<file path="config.mk">
export PLATFORM = sky130hd
export DESIGN_NAME = gate_op_arbiter_flat
export DESIGN_NICKNAME = d
export VERILOG_FILES = /design/src/rtl/gate_op_arbiter_pkg.sv /design/src/rtl/gate_op_arbiter_if.sv /design/src/rtl/gate_op_arbiter_gate_unit.sv /design/src/rtl/gate_op_arbiter.sv /design/src/flat_wrapper.sv
export SDC_FILE = /design/constraint.sdc
export NUM_CORES = 1
export LEC_CHECK = 0
export CAP_MARGIN = 20
export CORE_MARGIN = 2
export CORE_UTILIZATION = 52
export CTS_BUF_LIST = sky130_fd_sc_hd__clkbuf_4
export DETAILED_ROUTE_END_ITERATION = 10
export PLACE_DENSITY = 0.88
export SYNTH_ARGS = -nofsm -noshare
export SYNTH_HDL_FRONTEND = slang
export SYNTH_SLANG_ARGS = --single-unit
</file>
<file path="constraint.sdc">
create_clock -name clk -period 2.65 [get_ports clk]
set_input_delay 0.265 -clock clk [delete_from_list [all_inputs] [get_ports clk]]
set_output_delay 0.265 -clock clk [all_outputs]
set_load 0.05 [all_outputs]
</file>
<file path="src/rtl/gate_op_arbiter_pkg.sv">
// Shared op codes and FSM state encoding for the gate op arbiter and its bench.
package gate_op_arbiter_pkg;

    localparam logic [1:0] OP_NAND = 2'b00;
    localparam logic [1:0] OP_NOR  = 2'b01;
    localparam logic [1:0] OP_XOR  = 2'b10;
    localparam logic [1:0] OP_XNOR = 2'b11;

    typedef enum logic [1:0] {
        StIdle = 2'b00,
        StExec = 2'b01,
        StResp = 2'b10
    } state_e;

endpackage

</file>
<file path="src/rtl/gate_op_arbiter_if.sv">
// Request/response bundle: two op requesters in, one result channel out.
interface gate_op_arbiter_if #(
    parameter int unsigned WIDTH = 4
);

    logic             req0_valid;
    logic             req0_ready;
    logic [1:0]       req0_op;
    logic [WIDTH-1:0] req0_a;
    logic [WIDTH-1:0] req0_b;
    logic             req1_valid;
    logic             req1_ready;
    logic [1:0]       req1_op;
    logic [WIDTH-1:0] req1_a;
    logic [WIDTH-1:0] req1_b;
    logic             rsp_valid;
    logic             rsp_ready;
    logic             rsp_id;
    logic [WIDTH-1:0] rsp_y;

    modport master (
        output req0_valid, req0_op, req0_a, req0_b,
        output req1_valid, req1_op, req1_a, req1_b,
        output rsp_ready,
        input  req0_ready, req1_ready, rsp_valid, rsp_id, rsp_y
    );

    modport slave (
        input  req0_valid, req0_op, req0_a, req0_b,
        input  req1_valid, req1_op, req1_a, req1_b,
        input  rsp_ready,
        output req0_ready, req1_ready, rsp_valid, rsp_id, rsp_y
    );

endinterface

</file>
<file path="src/rtl/gate_op_arbiter_gate_unit.sv">
// Purely combinational bitwise NAND/NOR/XOR/XNOR unit.
module gate_unit
    import gate_op_arbiter_pkg::*;
#(
    parameter int unsigned WIDTH = 4
) (
    input  logic [1:0]       op,
    input  logic [WIDTH-1:0] a,
    input  logic [WIDTH-1:0] b,
    output logic [WIDTH-1:0] y
);

    always_comb begin
        y = '0;
        unique case (op)
            OP_NAND: y = ~(a & b);
            OP_NOR:  y = ~(a | b);
            OP_XOR:  y = a ^ b;
            OP_XNOR: y = ~(a ^ b);
            default: y = '0;
        endcase
    end

endmodule

</file>
<file path="src/rtl/gate_op_arbiter.sv">
// Round-robin arbiter sharing one gate_unit between two requesters.
// Optional per-requester completion counters when GATE_ARB_STATS_EN is defined.
module gate_op_arbiter
    import gate_op_arbiter_pkg::*;
#(
    parameter int unsigned WIDTH = 4
) (
    input  logic              clk,
    input  logic              rst,
    gate_op_arbiter_if.slave  bus,
    output logic              busy
`ifdef GATE_ARB_STATS_EN
    ,
    output logic [7:0]        cnt0,
    output logic [7:0]        cnt1
`endif
);

    state_e           state;
    logic             prio;
    logic [1:0]       op_q;
    logic [WIDTH-1:0] a_q;
    logic [WIDTH-1:0] b_q;
    logic             id_q;
    logic [WIDTH-1:0] gate_y;
    logic             grant0;
    logic             grant1;

    assign grant0 = bus.req0_valid && (!bus.req1_valid || !prio);
    assign grant1 = bus.req1_valid && (!bus.req0_valid || prio);

    // Ready is suppressed while rst is high so nothing is accepted during reset.
    assign bus.req0_ready = !rst && (state == StIdle) && grant0;
    assign bus.req1_ready = !rst && (state == StIdle) && grant1;
    assign busy           = (state != StIdle);

    gate_unit #(
        .WIDTH (WIDTH)
    ) u_gate_unit (
        .op (op_q),
        .a  (a_q),
        .b  (b_q),
        .y  (gate_y)
    );

    always_ff @(posedge clk) begin
        if (rst) begin
            state         <= StIdle;
            prio          <= 1'b0;
            op_q          <= 2'b00;
            a_q           <= '0;
            b_q           <= '0;
            id_q          <= 1'b0;
            bus.rsp_valid <= 1'b0;
            bus.rsp_id    <= 1'b0;
            bus.rsp_y     <= '0;
        end else begin
            unique case (state)
                StIdle: begin
                    if (grant0) begin
                        op_q  <= bus.req0_op;
                        a_q   <= bus.req0_a;
                        b_q   <= bus.req0_b;
                        id_q  <= 1'b0;
                        state <= StExec;
                    end else if (grant1) begin
                        op_q  <= bus.req1_op;
                        a_q   <= bus.req1_a;
                        b_q   <= bus.req1_b;
                        id_q  <= 1'b1;
                        state <= StExec;
                    end
                end
                StExec: begin
                    bus.rsp_y     <= gate_y;
                    bus.rsp_id    <= id_q;
                    bus.rsp_valid <= 1'b1;
                    state         <= StResp;
                end
                StResp: begin
                    if (bus.rsp_ready) begin
                        bus.rsp_valid <= 1'b0;
                        prio          <= ~bus.rsp_id;
                        state         <= StIdle;
                    end
                end
                default: state <= StIdle;
            endcase
        end
    end

`ifdef GATE_ARB_STATS_EN
    always_ff @(posedge clk) begin
        if (rst) begin
            cnt0 <= 8'h00;
            cnt1 <= 8'h00;
        end else if (state == StResp && bus.rsp_ready) begin
            if (!bus.rsp_id && cnt0 != 8'hFF) cnt0 <= cnt0 + 8'd1;
            if (bus.rsp_id && cnt1 != 8'hFF)  cnt1 <= cnt1 + 8'd1;
        end
    end
`endif

endmodule
</file>
<file path="src/flat_wrapper.sv">
// flat-port wrapper written by rule: the top's interface ports become plain ports
module gate_op_arbiter_flat import gate_op_arbiter_pkg::*;
#(
    parameter int unsigned WIDTH = 4
)
  (clk, rst, busy, bus_req0_valid, bus_req0_op, bus_req0_a, bus_req0_b, bus_req1_valid, bus_req1_op, bus_req1_a, bus_req1_b, bus_rsp_ready, bus_req0_ready, bus_req1_ready, bus_rsp_valid, bus_rsp_id, bus_rsp_y);
  gate_op_arbiter_if #(.WIDTH(WIDTH)) bus_i ();
  input  logic clk;
  input  logic rst;
  output logic busy;
  input wire logic [$bits(bus_i.req0_valid)-1:0] bus_req0_valid;
  input wire logic [$bits(bus_i.req0_op)-1:0] bus_req0_op;
  input wire logic [$bits(bus_i.req0_a)-1:0] bus_req0_a;
  input wire logic [$bits(bus_i.req0_b)-1:0] bus_req0_b;
  input wire logic [$bits(bus_i.req1_valid)-1:0] bus_req1_valid;
  input wire logic [$bits(bus_i.req1_op)-1:0] bus_req1_op;
  input wire logic [$bits(bus_i.req1_a)-1:0] bus_req1_a;
  input wire logic [$bits(bus_i.req1_b)-1:0] bus_req1_b;
  input wire logic [$bits(bus_i.rsp_ready)-1:0] bus_rsp_ready;
  output wire logic [$bits(bus_i.req0_ready)-1:0] bus_req0_ready;
  output wire logic [$bits(bus_i.req1_ready)-1:0] bus_req1_ready;
  output wire logic [$bits(bus_i.rsp_valid)-1:0] bus_rsp_valid;
  output wire logic [$bits(bus_i.rsp_id)-1:0] bus_rsp_id;
  output wire logic [$bits(bus_i.rsp_y)-1:0] bus_rsp_y;
  assign bus_i.req0_valid = bus_req0_valid;
  assign bus_i.req0_op = bus_req0_op;
  assign bus_i.req0_a = bus_req0_a;
  assign bus_i.req0_b = bus_req0_b;
  assign bus_i.req1_valid = bus_req1_valid;
  assign bus_i.req1_op = bus_req1_op;
  assign bus_i.req1_a = bus_req1_a;
  assign bus_i.req1_b = bus_req1_b;
  assign bus_i.rsp_ready = bus_rsp_ready;
  assign bus_req0_ready = bus_i.req0_ready;
  assign bus_req1_ready = bus_i.req1_ready;
  assign bus_rsp_valid = bus_i.rsp_valid;
  assign bus_rsp_id = bus_i.rsp_id;
  assign bus_rsp_y = bus_i.rsp_y;
  gate_op_arbiter #(.WIDTH(WIDTH)) u_core (.clk(clk), .rst(rst), .bus(bus_i), .busy(busy));
endmodule
</file>
# == Word level (Yosys, flattened, before mapping) ==
# Cells that the tools add are included.
# W data, S select, Z words.
# totals
inputBits,25
regBits,20
output_inout_bits,9
# op_classes
bitwise_logic,7
n_eq_ne,7
n_reduce_logical,20
mux,15
# ops
operator,n
$mux W4,4
$pmux W4 S4,1
$not A4 Y4,3
$mux W2,5
$reduce_and A2 Y1,4
$eq A2 B2 Y1 const B,3
$pmux W2 S3,1
$reduce_bool A2 Y1,3
$logic_and A1 B1 Y1,5
$and A4 B4 Y4,1
$eq A2 B1 Y1 const B,2
$logic_not A1 Y1,4
$logic_not A2 Y1,2
$or A4 B4 Y4,1
$xor A4 B4 Y4,1
$mux W1,3
$ne A3 B1 Y1 const B,1
$logic_or A1 B1 Y1,2
$ne A2 B2 Y1 const B,1
$pmux W1 S2,1
$not A1 Y1,1

# == Logic depth before layout (Yosys ltp) ==
# Gate-level depths: netlist of run 1.
# depth
depth_word,6
depth_mapped,5
depth_no_buf,5

# == Cells and area by module ==
# A second synthesis of run 1 with hierarchy kept.
# hier_totals
hier_cells,143
area_unflattened_um2,1176.1
# by_module_without_submodules
module,area_per_inst_um2,seq_area_each_um2,n_inst,cells_per_inst
gate_op_arbiter,915.9,400.4,1,105
gate_unit,260.2,0.0,1,38

# == Least setup slack after synthesis of run 1 ==
# OpenSTA, ideal clock, no wires.
# synth_timing
path_kind,flip-flop to output port
startpoint,register u_core.state[0]
endpoint,output bus_req0_ready
required_time_ps,2385
stages_incl_launch_ff,3
slack_ps,474
path_buffers,0
t_arrival_ps,1911
cell_sequence,dfxtp_1 -> or3_1 -> a211oi_1
# synth_between
elab_chain_cells,3
# synth_lines
element,line_no,source
from (decl),gate_op_arbiter.sv:19,state_e state;
from (signal assigned),gate_op_arbiter.sv:48,state <= StIdle;
from (signal assigned),gate_op_arbiter.sv:65,state <= StExec;
from (signal assigned),gate_op_arbiter.sv:71,state <= StExec;
$logic_not A2 Y1,gate_op_arbiter.sv:33,assign bus.req0_ready = !rst && (state == StIdle) && grant0;
$logic_and A1 B1 Y1 (2 in series),gate_op_arbiter.sv:33,
to (decl),flat_wrapper.sv:20,output wire logic [$bits(bus_i.req0_ready)-1:0] bus_req0_ready;
# Every way passes these cells.

# == Worst setup path in the final report of run 1 ==
# layout_timing
startpoint,register u_core.state[1]
endpoint,output busy
# layout_between
elab_chain_cells,1
# layout_lines
element,line_no,source
$reduce_bool A2 Y1,gate_op_arbiter.sv:35,assign busy = (state != StIdle);
to (decl),flat_wrapper.sv:10,output logic busy;
# Every way passes these cells.

==> metrics.log, run 1 <==
[metrics] first-pass iteration count of the detailed router: 4
[metrics] post-layout power: 0.0007996 W
[metrics] Horiz. Die Dim: 51.46 microns
[metrics] final hold vios: 0
[metrics] largest fanout on the critical path: 12
[metrics] Via Count: 1043
[metrics] Global Route met2 Usage: 0.4103
[metrics] chip height: 51.46 microns
[metrics] warnings from Yosys: 0
[metrics] worst r2r path cells: 3
[metrics] row count: 17
[metrics] clock latency on the worst-skew pair: 310 ps
[metrics] antenna violations before repair: 0
[metrics] peak clock frequency supported by timing: 460.9 MHz
[metrics] Gate Count Post-Synth: 131
[metrics] post-synthesis sequential element count: 20
[metrics] sequential-to-total area share from yosys stat: 0.3419
[metrics] I/O pin cnt: 34
[metrics] GRT overflow: 0
[metrics] CP Launch Point: u_core.state[1]
[metrics] Hold Startpoint: u_core.id_q
[metrics] hold-fix buffer count after cts: 0
[metrics] overall routed net length: 2.618 mm
[metrics] global-route wire length before repair: 4.498 mm
[metrics] unrepaired setup endpoints after global routing: no
[metrics] antenna diode count: 0
[metrics] HPWL reported at the end of detailed placement: 2.003 mm
[metrics] peak ir drop on the vdd network: 450.9 uV
[metrics] most used flip-flop cell after synthesis: sky130_fd_sc_hd__dfxtp_1
[metrics] antenna-violating nets left: 0
[metrics] cells taking the most area after synthesis: sky130_fd_sc_hd__dfxtp_1, sky130_fd_sc_hd__a211oi_2, sky130_fd_sc_hd__mux2i_1
[metrics] DRC violations left: 0
[metrics] path type of the worst min-delay path: reg2reg
[metrics] final sum of negative setup slack: 0 ps
[metrics] number of inserted filler cells in the final layout: 183
[metrics] via count of the first global-routing pass: 1032
[metrics] Clock Tree Buf Depth: 2
[metrics] Least-Margin Pin Slew: 732.5 ps
[metrics] level count of the clock H-tree: 1
[metrics] worst hold path depth: 2
[metrics] number of flops mapped to enable cells by yosys: 0
[metrics] GR Layer Usage met1: 0.2635
[metrics] proportion of synthesized flip-flops having asynchronous set or reset: 0
[metrics] Routed WL per cell: 13.78 microns
[metrics] starting density of the core: 0.5398
[metrics] worst hold slack after final layout: 479.4 ps
[metrics] met3 GRT Util: 0.05556
[metrics] largest net degree at the start of global routing: 21
[metrics] Crit path arrival time: 1900 ps
[metrics] clock tree from TritonCTS: yes
[metrics] share of the synthesized area in the top cell type: 0.3419
[metrics] share of the clock period used by the worst path after layout: 0.8188
[metrics] Syn Area/Cell: 8.940 sq um
[metrics] total of endpoints with negative setup slack in the final report: 0
[metrics] Most Crowded Layer GR: met2
[metrics] Synth-to-Final Area Change: 32.91%
[metrics] cts bufs inserted: 3
[metrics] vias per inst: 5.489
[metrics] number of nets in the layout: 197
[metrics] worst r2r src: u_core.prio
[metrics] Tmin final: 2170 ps
[metrics] reported max-cap violation count: 0
[metrics] cell leakage power: 0.6277 nW
[metrics] Max-slew headroom: 0.5088
[metrics] type of element launching the critical path: flip-flop
[metrics] Synth area leader: sky130_fd_sc_hd__dfxtp_1
[metrics] all-layer global routing usage: 0.2307
[metrics] Net Count, Synth: 164
[metrics] category of the worst setup path capture point: output port
[metrics] count of unique library cells instantiated by Yosys: 32
[metrics] total number of clock tree sinks: 20
[metrics] clk slew on worst S/H paths: 100 ps
[metrics] fraction of final layout cells sized beyond drive strength 1: 0.1173
[metrics] count of input and output buffers: 33
[metrics] Core Footprint: 0.002170 sq mm
[metrics] Worst Skew: 6.831 ps
[metrics] Initial DRC Count: 21
[metrics] category of the critical setup timing path: reg2out
[metrics] Post CTS Setup Buffer Count: 0
[metrics] max-slew violation count: 0
[metrics] RD Place Congestion: 0.7430
[metrics] worst path required time: 2380 ps
[metrics] Cell Pwr Density: 513.7 mW/mm^2
[metrics] post-synthesis cell area: 0.001171 sq mm
[metrics] clock tree root buffer cell: sky130_fd_sc_hd__clkbuf_4
[metrics] DIE AREA: 0.002648 sq mm
[metrics] number of cells upsized or downsized after cts: 0
[metrics] status: finished, final reports clean
==> registers in the layout, summed over array words and instances (netlist names) <==
name                  cells
u_core.op_q               2
u_core.a_q                4
u_core.bus.rsp_id         1
u_core.prio               1
u_core.bus.rsp_valid      1
u_core.id_q               1
u_core.b_q                4
u_core.bus.rsp_y          4
u_core.state              2
==> cell usage after synthesis (4+ instances only) <==
cell                       count
sky130_fd_sc_hd__ha_1          8
sky130_fd_sc_hd__inv_1        11
sky130_fd_sc_hd__nor2_1       10
sky130_fd_sc_hd__nor2b_1       4
sky130_fd_sc_hd__a21oi_1      14
sky130_fd_sc_hd__nand2_1       5
sky130_fd_sc_hd__mux2i_1      11
sky130_fd_sc_hd__dfxtp_1      20
sky130_fd_sc_hd__a211oi_2      9
sky130_fd_sc_hd__nor3_1        5
==> path summary, 6_finish.rpt <==
path / end / slack (ps)
setup / recovery: busy / 480
hold / removal: u_core.bus.rsp_id / 480
setup reg to reg: u_core.op_q[1] / 1180
hold reg to reg: u_core.bus.rsp_id / 480
==> routing by layer <==
metal / share of wire / up-vias
met5: 0 / -
met4: 0.015 / 0
met3: 0.040 / 5
met2: 0.51 / 22
met1: 0.43 / 490
li1: - / 526
==> stage by stage <==
step,instances,util,cell area (sq um),setup WS (ps)
floorplan,131,-,1171,474.4
global placement,187,0.7070,1534,769.1
detailed placement,187,0.7070,1534,703.3
CTS,190,0.7174,1556,482.9
global route,190,0.7174,1556,363.0
finish,190,0.7174,1556,480.2
==> worst max-delay path, stage by stage, from the launching register on <==
cell,delay [ps]
sky130_fd_sc_hd__dfxtp_1,480
sky130_fd_sc_hd__nor2_1,70
sky130_fd_sc_hd__buf_4,190
sky130_fd_sc_hd__inv_1,70
sky130_fd_sc_hd__clkdlybuf4s50_1,790
==> cells by family after synthesis <==
family,Yosys count,share of synthesized area
AO/OA/AOI/OAI,39,0.2585
adder cells (fa/ha/maj),8,0.08547
buffers and inverters,20,0.07692
flip-flops,20,0.3419
AND/OR/NAND/NOR,33,0.1432
multiplexers,11,0.09402
==> cell usage in the layout, fill, tap and decap left out, types with 2 or more instances in the layout <==
| master | count |
|---|---|
| sky130_fd_sc_hd__a211oi_2 | 9 |
| sky130_fd_sc_hd__o211ai_1 | 2 |
| sky130_fd_sc_hd__nor2b_1 | 4 |
| sky130_fd_sc_hd__nor2_1 | 10 |
| sky130_fd_sc_hd__nor3_1 | 5 |
| sky130_fd_sc_hd__clkbuf_4 | 3 |
| sky130_fd_sc_hd__buf_4 | 3 |
| sky130_fd_sc_hd__or2_0 | 2 |
| sky130_fd_sc_hd__o21ai_0 | 2 |
| sky130_fd_sc_hd__a21oi_1 | 14 |
| sky130_fd_sc_hd__o21bai_1 | 2 |
| sky130_fd_sc_hd__dfxtp_1 | 20 |
| sky130_fd_sc_hd__clkdlybuf4s50_1 | 31 |
| sky130_fd_sc_hd__nand3b_1 | 2 |
| sky130_fd_sc_hd__a211oi_1 | 3 |
| sky130_fd_sc_hd__ha_1 | 8 |
| sky130_fd_sc_hd__buf_12 | 2 |
| sky130_fd_sc_hd__a31oi_1 | 2 |
| sky130_fd_sc_hd__mux2i_1 | 11 |
| sky130_fd_sc_hd__nand2_1 | 5 |
| sky130_fd_sc_hd__inv_1 | 11 |
==> final cells by class <==
type                       count  area, sq um  area share
tap                           28        35.03     0.02251
timing repair buffer          36        372.9      0.2396
clock buffer                   3        22.52     0.01447
inverter                      12        45.04     0.02894
sequential                    20        400.4      0.2572
multi-input combinational     91        680.7      0.4373
==> report_power, final <==
group	internal, W	switching, W	total [W]
combinational	0.000132	0.000151	0.000283
clock	0.0000532	0.0000926	0.000146
sequential	0.000334	0.0000370	0.000371
total	0.000519	0.000280	0.000800
(Power assumes the default switching activity.)
==> run 2: changes to the inputs <==
- CORE_UTILIZATION: 52 -> 44
- PLACE_DENSITY: 0.88 -> 0.79
- clock period: 2.65 -> 1.9 ns (I/O delays scaled with it)
==> metrics.log, run 2 (same netlist as run 1, synthesis figures left out) <==
[metrics] vias per inst: 5.306 (-3.3%)
[metrics] Crit path arrival time: 1570 ps (-330 ps)
[metrics] global-route wire length before repair: 4.464 mm (-0.76%)
[metrics] share of the clock period used by the worst path after layout: 0.9271
[metrics] via count of the first global-routing pass: 1006 (-2.5%)
[metrics] Horiz. Die Dim: 55.59 microns (+8.0%)
[metrics] peak ir drop on the vdd network: 572.0 uV (+27%)
[metrics] Clock Tree Buf Depth: 2 (unchanged)
[metrics] Clk pwr share: 0.179 (-0.003)
[metrics] worst hold path depth: 2 (unchanged)
[metrics] Post CTS Setup Buffer Count: 0 (unchanged)
[metrics] antenna-violating nets left: 0 (unchanged)
[metrics] reported max-cap violation count: 0 (unchanged)
[metrics] min setup slack post-route: 138.4 ps (-341.8 ps)
[metrics] Least-Margin Pin Slew: 489.9 ps (-242.7 ps)
[metrics] number of non-filler instances in the completed layout: 193 (+1.6%)
[metrics] overall routed net length: 2.554 mm (-2.4%)
[metrics] endpoint of the worst hold-timing path: u_core.bus.rsp_id
[metrics] max-slew violation count: 0 (unchanged)
[metrics] largest fanout on the critical path: 8 (-4)
[metrics] count of input and output buffers: 33 (unchanged)
[metrics] status: finished, final reports clean
[metrics] worst r2r path cells: 5 (+2)
[metrics] peak clock frequency supported by timing: 567.7 MHz
[metrics] cell-by-cell trace of the critical path: or3_1, a211oi_2, buf_12
[metrics] hold-fix buffer count after cts: 0 (unchanged)
[metrics] cts bufs inserted: 3 (unchanged)
[metrics] Hold Startpoint: u_core.id_q
[metrics] pre-CTS setup slack: 280.2 ps (-423.1 ps)
[metrics] library cell contributing the largest single delay on the critical path: sky130_fd_sc_hd__or3_1
[metrics] net switching power: 0.0003859 W (+38%)
[metrics] final sum of negative setup slack: 0 ps (unchanged)
[metrics] post-route cell area: 0.001569 sq mm (+0.80%)
[metrics] number of inserted filler cells in the final layout: 219 (+20%)
[metrics] first-pass iteration count of the detailed router: 4 (unchanged)
[metrics] chip height: 55.59 microns (+8.0%)
[metrics] category of the worst setup path capture point: output port
[metrics] starting density of the core: 0.4685 (-0.07132)
[metrics] path type of the worst min-delay path: reg2reg
[metrics] clock tree root buffer cell: sky130_fd_sc_hd__clkbuf_4
[metrics] Worst Skew: 0.8846 ps (-5.947 ps)
[metrics] I/O pin cnt: 34 (unchanged)
[metrics] worst r2r src: u_core.b_q[3]
[metrics] number of cells upsized or downsized after cts: 0 (unchanged)
[metrics] Cell Pwr Density: 707.4 mW/mm^2 (+38%)
[metrics] Initial DRC Count: 13 (-38%)
[metrics] clock latency on the worst-skew pair: 300 ps (about the same)
[metrics] GRT overflow: 0 (unchanged)
[metrics] Max-slew headroom: 0.6724 (+0.1636)
[metrics] clk slew on worst S/H paths: 100 ps (about the same)
[metrics] sequential group share of total power: 0.467 (+0.003)
[metrics] register-to-register setup slack: 480 ps (-700 ps)
[metrics] level count of the clock H-tree: 1 (unchanged)
[metrics] share of power burned in combinational logic: 0.354 (about the same)
[metrics] largest net degree at the start of global routing: 21 (unchanged)
[metrics] post-placement cell count: 190 (+1.6%)
[metrics] row count: 18 (+1)
[metrics] fraction of final layout cells sized beyond drive strength 1: 0.1350 (+0.01769)
[metrics] Synth-to-Final Area Change: 33.97%
[metrics] Routed WL per cell: 13.23 microns (-4.0%)
[metrics] HPWL reported at the end of detailed placement: 1.943 mm (-3.0%)
[metrics] antenna violations before repair: 0 (unchanged)
[metrics] final hold vios: 0 (unchanged)
[metrics] number of nets in the layout: 198 (+0.51%)
[metrics] worst path required time: 1710 ps (-670 ps)
[metrics] Switching Fraction: 0.3477 (-0.003062)
[metrics] most frequent cells in the layout: sky130_fd_sc_hd__clkdlybuf4s50_1, sky130_fd_sc_hd__dfxtp_1, sky130_fd_sc_hd__a21oi_1, sky130_fd_sc_hd__inv_1, sky130_fd_sc_hd__mux2i_1
[metrics] all-layer global routing usage: 0.1764 (-0.05431)
[metrics] total of endpoints with negative setup slack in the final report: 0 (unchanged)
[metrics] category of the critical setup timing path: reg2out
[metrics] commonest non-fill, non-tap cell in the layout: sky130_fd_sc_hd__clkdlybuf4s50_1
[metrics] reg2reg end: u_core.bus.rsp_y[3]
[metrics] cell internal power dissipation: 0.0007240 W (+39%)
[metrics] type of element launching the critical path: flip-flop
[metrics] area taken by multi-input logic gates: 685.7 sq um (+0.74%)
[metrics] Core Footprint: 0.002500 sq mm (+15%)
[metrics] total number of clock tree sinks: 20 (unchanged)
[metrics] unrepaired setup endpoints after global routing: no
[metrics] Via Count: 1024 (-1.8%)
[metrics] largest registers ranked by flip-flop count: u_core.a_q (4), u_core.b_q (4), u_core.bus.rsp_y (4)
[metrics] RD Place Congestion: 0.7257 (-2.3%)
[metrics] FF/Latch Area: 400.4 sq um (unchanged)
[metrics] Largest stage delay, worst path: 450 ps (-340 ps)
[metrics] clock tree from TritonCTS: yes
[metrics] cell area reported after detailed placement: 0.001546 sq mm (+0.82%)
[metrics] DRC violations left: 0 (unchanged)
[metrics] DIE AREA: 0.003090 sq mm (+17%)
[metrics] cell leakage power: 0.6346 nW (+1.1%)
[metrics] antenna diode count: 0 (unchanged)
[metrics] Tmin final: 1762 ps
run 2: cell count changes in the layout (fill, tap and decap cells not counted):
cell / before / now
sky130_fd_sc_hd__a211oi_1: 3 / 2
sky130_fd_sc_hd__clkdlybuf4s50_1: 31 / 30
sky130_fd_sc_hd__a211oi_2: 9 / 10
sky130_fd_sc_hd__buf_4: 3 / 5
run 2: power groups by stage:
stage | logic, W | clock network [W] | registers [W]
after floorplan | 0.000230 | 0 | 0.000549
after global placement | 0.000378 | 0 | 0.000523
after detailed placement | 0.000393 | 0 | 0.000527
after CTS | 0.000395 | 0.000204 | 0.000517
after global routing | 0.000431 | 0.000219 | 0.000527
final | 0.000393 | 0.000199 | 0.000518
run 2: critical path: cells and delay by family (launching register included):
| family | cells | cell delay [ps] |
|---|---|---|
| flops | 1 | 390 |
| buf+inv | 1 | 180 |
| simple gates | 1 | 450 |
| compound gates | 1 | 260 |
run 2: worst max path at each step:
| stage | from | to | slack (ps) | cells past startpoint |
|---|---|---|---|---|
| detailed placement | bus_req1_valid | u_core.op_q[0] | 280 | 4 |
| finish | u_core.state[0] | bus_req0_ready | 140 | 3 |
| CTS | u_core.state[0] | bus_req0_ready | 130 | 3 |
| global route | u_core.state[0] | bus_req0_ready | 60 | 3 |
| floorplan | u_core.state[0] | bus_req0_ready | 280 | 2 |
| global placement | rst | bus_req0_ready | 340 | 4 |
run 2: metal layers:
metal	vias to the layer above	routed length (microns)	global-route usage	part of all wire
met2	20	1276	0.3146	0.50
met5	-	0	0	0
li1	526	-	-	-
met4	0	13	0.02091	0.0051
met3	2	101	0.04186	0.040
met1	476	1163	0.2214	0.46
run 2: per-stage QoR:
stage	utilization	hold WS, ps	power [W]
after floorplan	-	315.3	0.0007795
after global placement	0.6186	454.0	0.0009018
after detailed placement	0.6186	457.4	0.0009195
after CTS	0.6276	473.6	0.001116
after global routing	0.6276	497.9	0.001177
final	0.6276	470.1	0.001110
run 2: cell type report:
cell class | instances | area share
Tap cell | 30 | 0.02392
Timing Repair Buffer | 37 | 0.2408
Multi-Input combinational cell | 91 | 0.4370
Sequential cell | 20 | 0.2552
Inverter | 12 | 0.02871
Clock buffer | 3 | 0.01435
==> run 3: changes to the inputs <==
- MAX_ROUTING_LAYER: default -> met4
==> metrics.log, run 3 (same netlist as run 1, synthesis figures left out) <==
[metrics] chip height: 55.59 microns (unchanged)
[metrics] Core Footprint: 0.002500 sq mm (unchanged)
[metrics] DIE AREA: 0.003090 sq mm (unchanged)
[metrics] post-route cell area: 0.001569 sq mm (unchanged)
[metrics] vias per inst: 5.332 (+0.49%)
[metrics] cell leakage power: 0.6346 nW (unchanged)
[metrics] reported max-cap violation count: 0 (unchanged)
[metrics] total of endpoints with negative setup slack in the final report: 0 (unchanged)
[metrics] most frequent cells in the layout: sky130_fd_sc_hd__clkdlybuf4s50_1, sky130_fd_sc_hd__dfxtp_1, sky130_fd_sc_hd__a21oi_1, sky130_fd_sc_hd__inv_1, sky130_fd_sc_hd__mux2i_1
[metrics] Max-slew headroom: 0.6724 (about the same)
[metrics] Initial DRC Count: 11 (-2)
[metrics] clock tree root buffer cell: sky130_fd_sc_hd__clkbuf_4
[metrics] type of element launching the critical path: flip-flop
[metrics] path type of the worst min-delay path: reg2reg
[metrics] count of input and output buffers: 33 (unchanged)
[metrics] commonest non-fill, non-tap cell in the layout: sky130_fd_sc_hd__clkdlybuf4s50_1
[metrics] HPWL reported at the end of detailed placement: 1.943 mm (unchanged)
[metrics] final sum of negative setup slack: 0 ps (unchanged)
[metrics] RD Place Congestion: 0.7343 (+1.2%)
[metrics] Tmin final: 1761 ps (-0.4680 ps)
[metrics] largest registers ranked by flip-flop count: u_core.a_q (4), u_core.b_q (4), u_core.bus.rsp_y (4)
[metrics] antenna diode count: 0 (unchanged)
[metrics] GRT overflow: 0 (unchanged)
[metrics] worst path required time: 1710 ps (about the same)
[metrics] number of inserted filler cells in the final layout: 219 (unchanged)
[metrics] overall routed net length: 2.543 mm (-0.43%)
[metrics] Clk pwr share: 0.180 (about the same)
[metrics] I/O pin cnt: 34 (unchanged)
[metrics] clock latency on the worst-skew pair: 300 ps (about the same)
[metrics] capture point of the critical path: bus_req0_ready
[metrics] register-to-register setup slack: 480 ps (about the same)
[metrics] Worst Skew: 1.874 ps (+0.9892 ps)
[metrics] level count of the clock H-tree: 1 (unchanged)
[metrics] fraction of final layout cells sized beyond drive strength 1: 0.1350 (unchanged)
[metrics] status: finished, final reports clean
[metrics] Switching Fraction: 0.3478 (about the same)
[metrics] Clock Tree Buf Depth: 2 (unchanged)
[metrics] DRC violations left: 0 (unchanged)
[metrics] clk slew on worst S/H paths: 110 ps (about the same)
[metrics] hold-fix buffer count after cts: 0 (unchanged)
[metrics] worst r2r path cells: 5 (unchanged)
[metrics] Least-Margin Pin Slew: 489.9 ps (+0.0009537 ps)
[metrics] max-slew violation count: 0 (unchanged)
[metrics] peak ir drop on the vdd network: 573.4 uV (+0.25%)
[metrics] Via Count: 1029 (+0.49%)
[metrics] peak clock frequency supported by timing: 567.8 MHz (about the same)
[metrics] share of power burned in combinational logic: 0.353 (about the same)
[metrics] cell area reported after detailed placement: 0.001546 sq mm (unchanged)
[metrics] net switching power: 0.0003861 W (about the same)
[metrics] Routed WL per cell: 13.18 microns (-0.43%)
[metrics] clock tree from TritonCTS: yes
[metrics] largest fanout on the critical path: 8 (unchanged)
[metrics] Hold Startpoint: u_core.id_q
[metrics] via count of the first global-routing pass: 1002 (-0.40%)
[metrics] antenna violations before repair: 0 (unchanged)
[metrics] number of nets in the layout: 198 (unchanged)
[metrics] Synth-to-Final Area Change: 33.97% (unchanged)
[metrics] reg2reg end: u_core.bus.rsp_y[3]
[metrics] worst r2r src: u_core.b_q[3]
[metrics] unrepaired setup endpoints after global routing: no
[metrics] total number of clock tree sinks: 20 (unchanged)
[metrics] Horiz. Die Dim: 55.59 microns (unchanged)
[metrics] Cell Pwr Density: 707.6 mW/mm^2 (about the same)
[metrics] cell internal power dissipation: 0.0007241 W (about the same)
[metrics] sequential group share of total power: 0.467 (about the same)
[metrics] post-layout power: 0.001110 W (about the same)
[metrics] cts bufs inserted: 3 (unchanged)
[metrics] number of non-filler instances in the completed layout: 193 (unchanged)
[metrics] antenna-violating nets left: 0 (unchanged)
[metrics] final hold vios: 0 (unchanged)
[metrics] CP Launch Point: u_core.state[0]
[metrics] share of the clock period used by the worst path after layout: 0.9269 (about the same)
[metrics] all-layer global routing usage: 0.1819 (+0.005450)
[metrics] first-pass iteration count of the detailed router: 4 (unchanged)
[metrics] global-route wire length before repair: 4.478 mm (+0.31%)
[metrics] category of the worst setup path capture point: output port
[metrics] largest net degree at the start of global routing: 21 (unchanged)
[metrics] Post CTS Setup Buffer Count: 0 (unchanged)
[metrics] starting density of the core: 0.4685 (unchanged)
[metrics] category of the critical setup timing path: reg2out
[metrics] row count: 18 (unchanged)
[metrics] number of cells upsized or downsized after cts: 0 (unchanged)
[metrics] Crit path arrival time: 1570 ps (about the same)
[metrics] post-placement cell count: 190 (unchanged)
[metrics] final core area utilization: 0.6276 (unchanged)
run 3: cell counts in the layout (fill, tap and decap cells not counted):
No cell type changed its count.
run 3: final cells by class:
cell class	count	area [sq um]	share of cell area
clock buffers	3	22.52	0.01435
inverters	12	45.04	0.02871
multi-input cells	91	685.7	0.4370
flip-flops and latches	20	400.4	0.2552
well taps	30	37.54	0.02392
repair buffers	37	377.9	0.2408
run 3: worst min-delay path by stage:
| stage | slack, ps | depth (start not counted) | end |
|---|---|---|---|
| floorplan | 320 | 2 | u_core.state[0] |
| global placement | 450 | 2 | u_core.bus.rsp_id |
| detailed placement | 460 | 2 | u_core.bus.rsp_id |
| CTS | 470 | 2 | u_core.bus.rsp_id |
| global route | 500 | 2 | u_core.bus.rsp_id |
| finish | 470 | 2 | u_core.bus.rsp_id |
run 3: power groups by stage:
stage	sequential, W	combinational, W	clock, W
6_report	0.000518	0.000392	0.000200
5_1_grt	0.000527	0.000431	0.000219
4_1_cts	0.000517	0.000395	0.000204
3_5_place_dp	0.000527	0.000393	0
3_3_place_gp	0.000523	0.000378	0
2_1_floorplan	0.000549	0.000230	0
run 3: critical path, cell delays in order (launching register included):
cell and delay [ps]:
sky130_fd_sc_hd__dfxtp_1 390, sky130_fd_sc_hd__or3_1 450, sky130_fd_sc_hd__a211oi_2 260, sky130_fd_sc_hd__buf_12 180
run 3: metrics by stage:
step                worst slack [ps]  hold WS [ps]
finish                         138.9         470.3
global route                   56.13         497.9
CTS                            131.3         473.6
detailed placement             280.2         457.4
global placement               343.1         454.0
floorplan                      275.5         315.3
run 3: layer usage:
metal / vias up / track usage / part of all wire
met5: - / - / 0
met4: 0 / 0.02091 / 0.0047
met3: 2 / 0.04186 / 0.040
met2: 20 / 0.3146 / 0.50
met1: 481 / 0.2229 / 0.46
li1: 526 / - / -
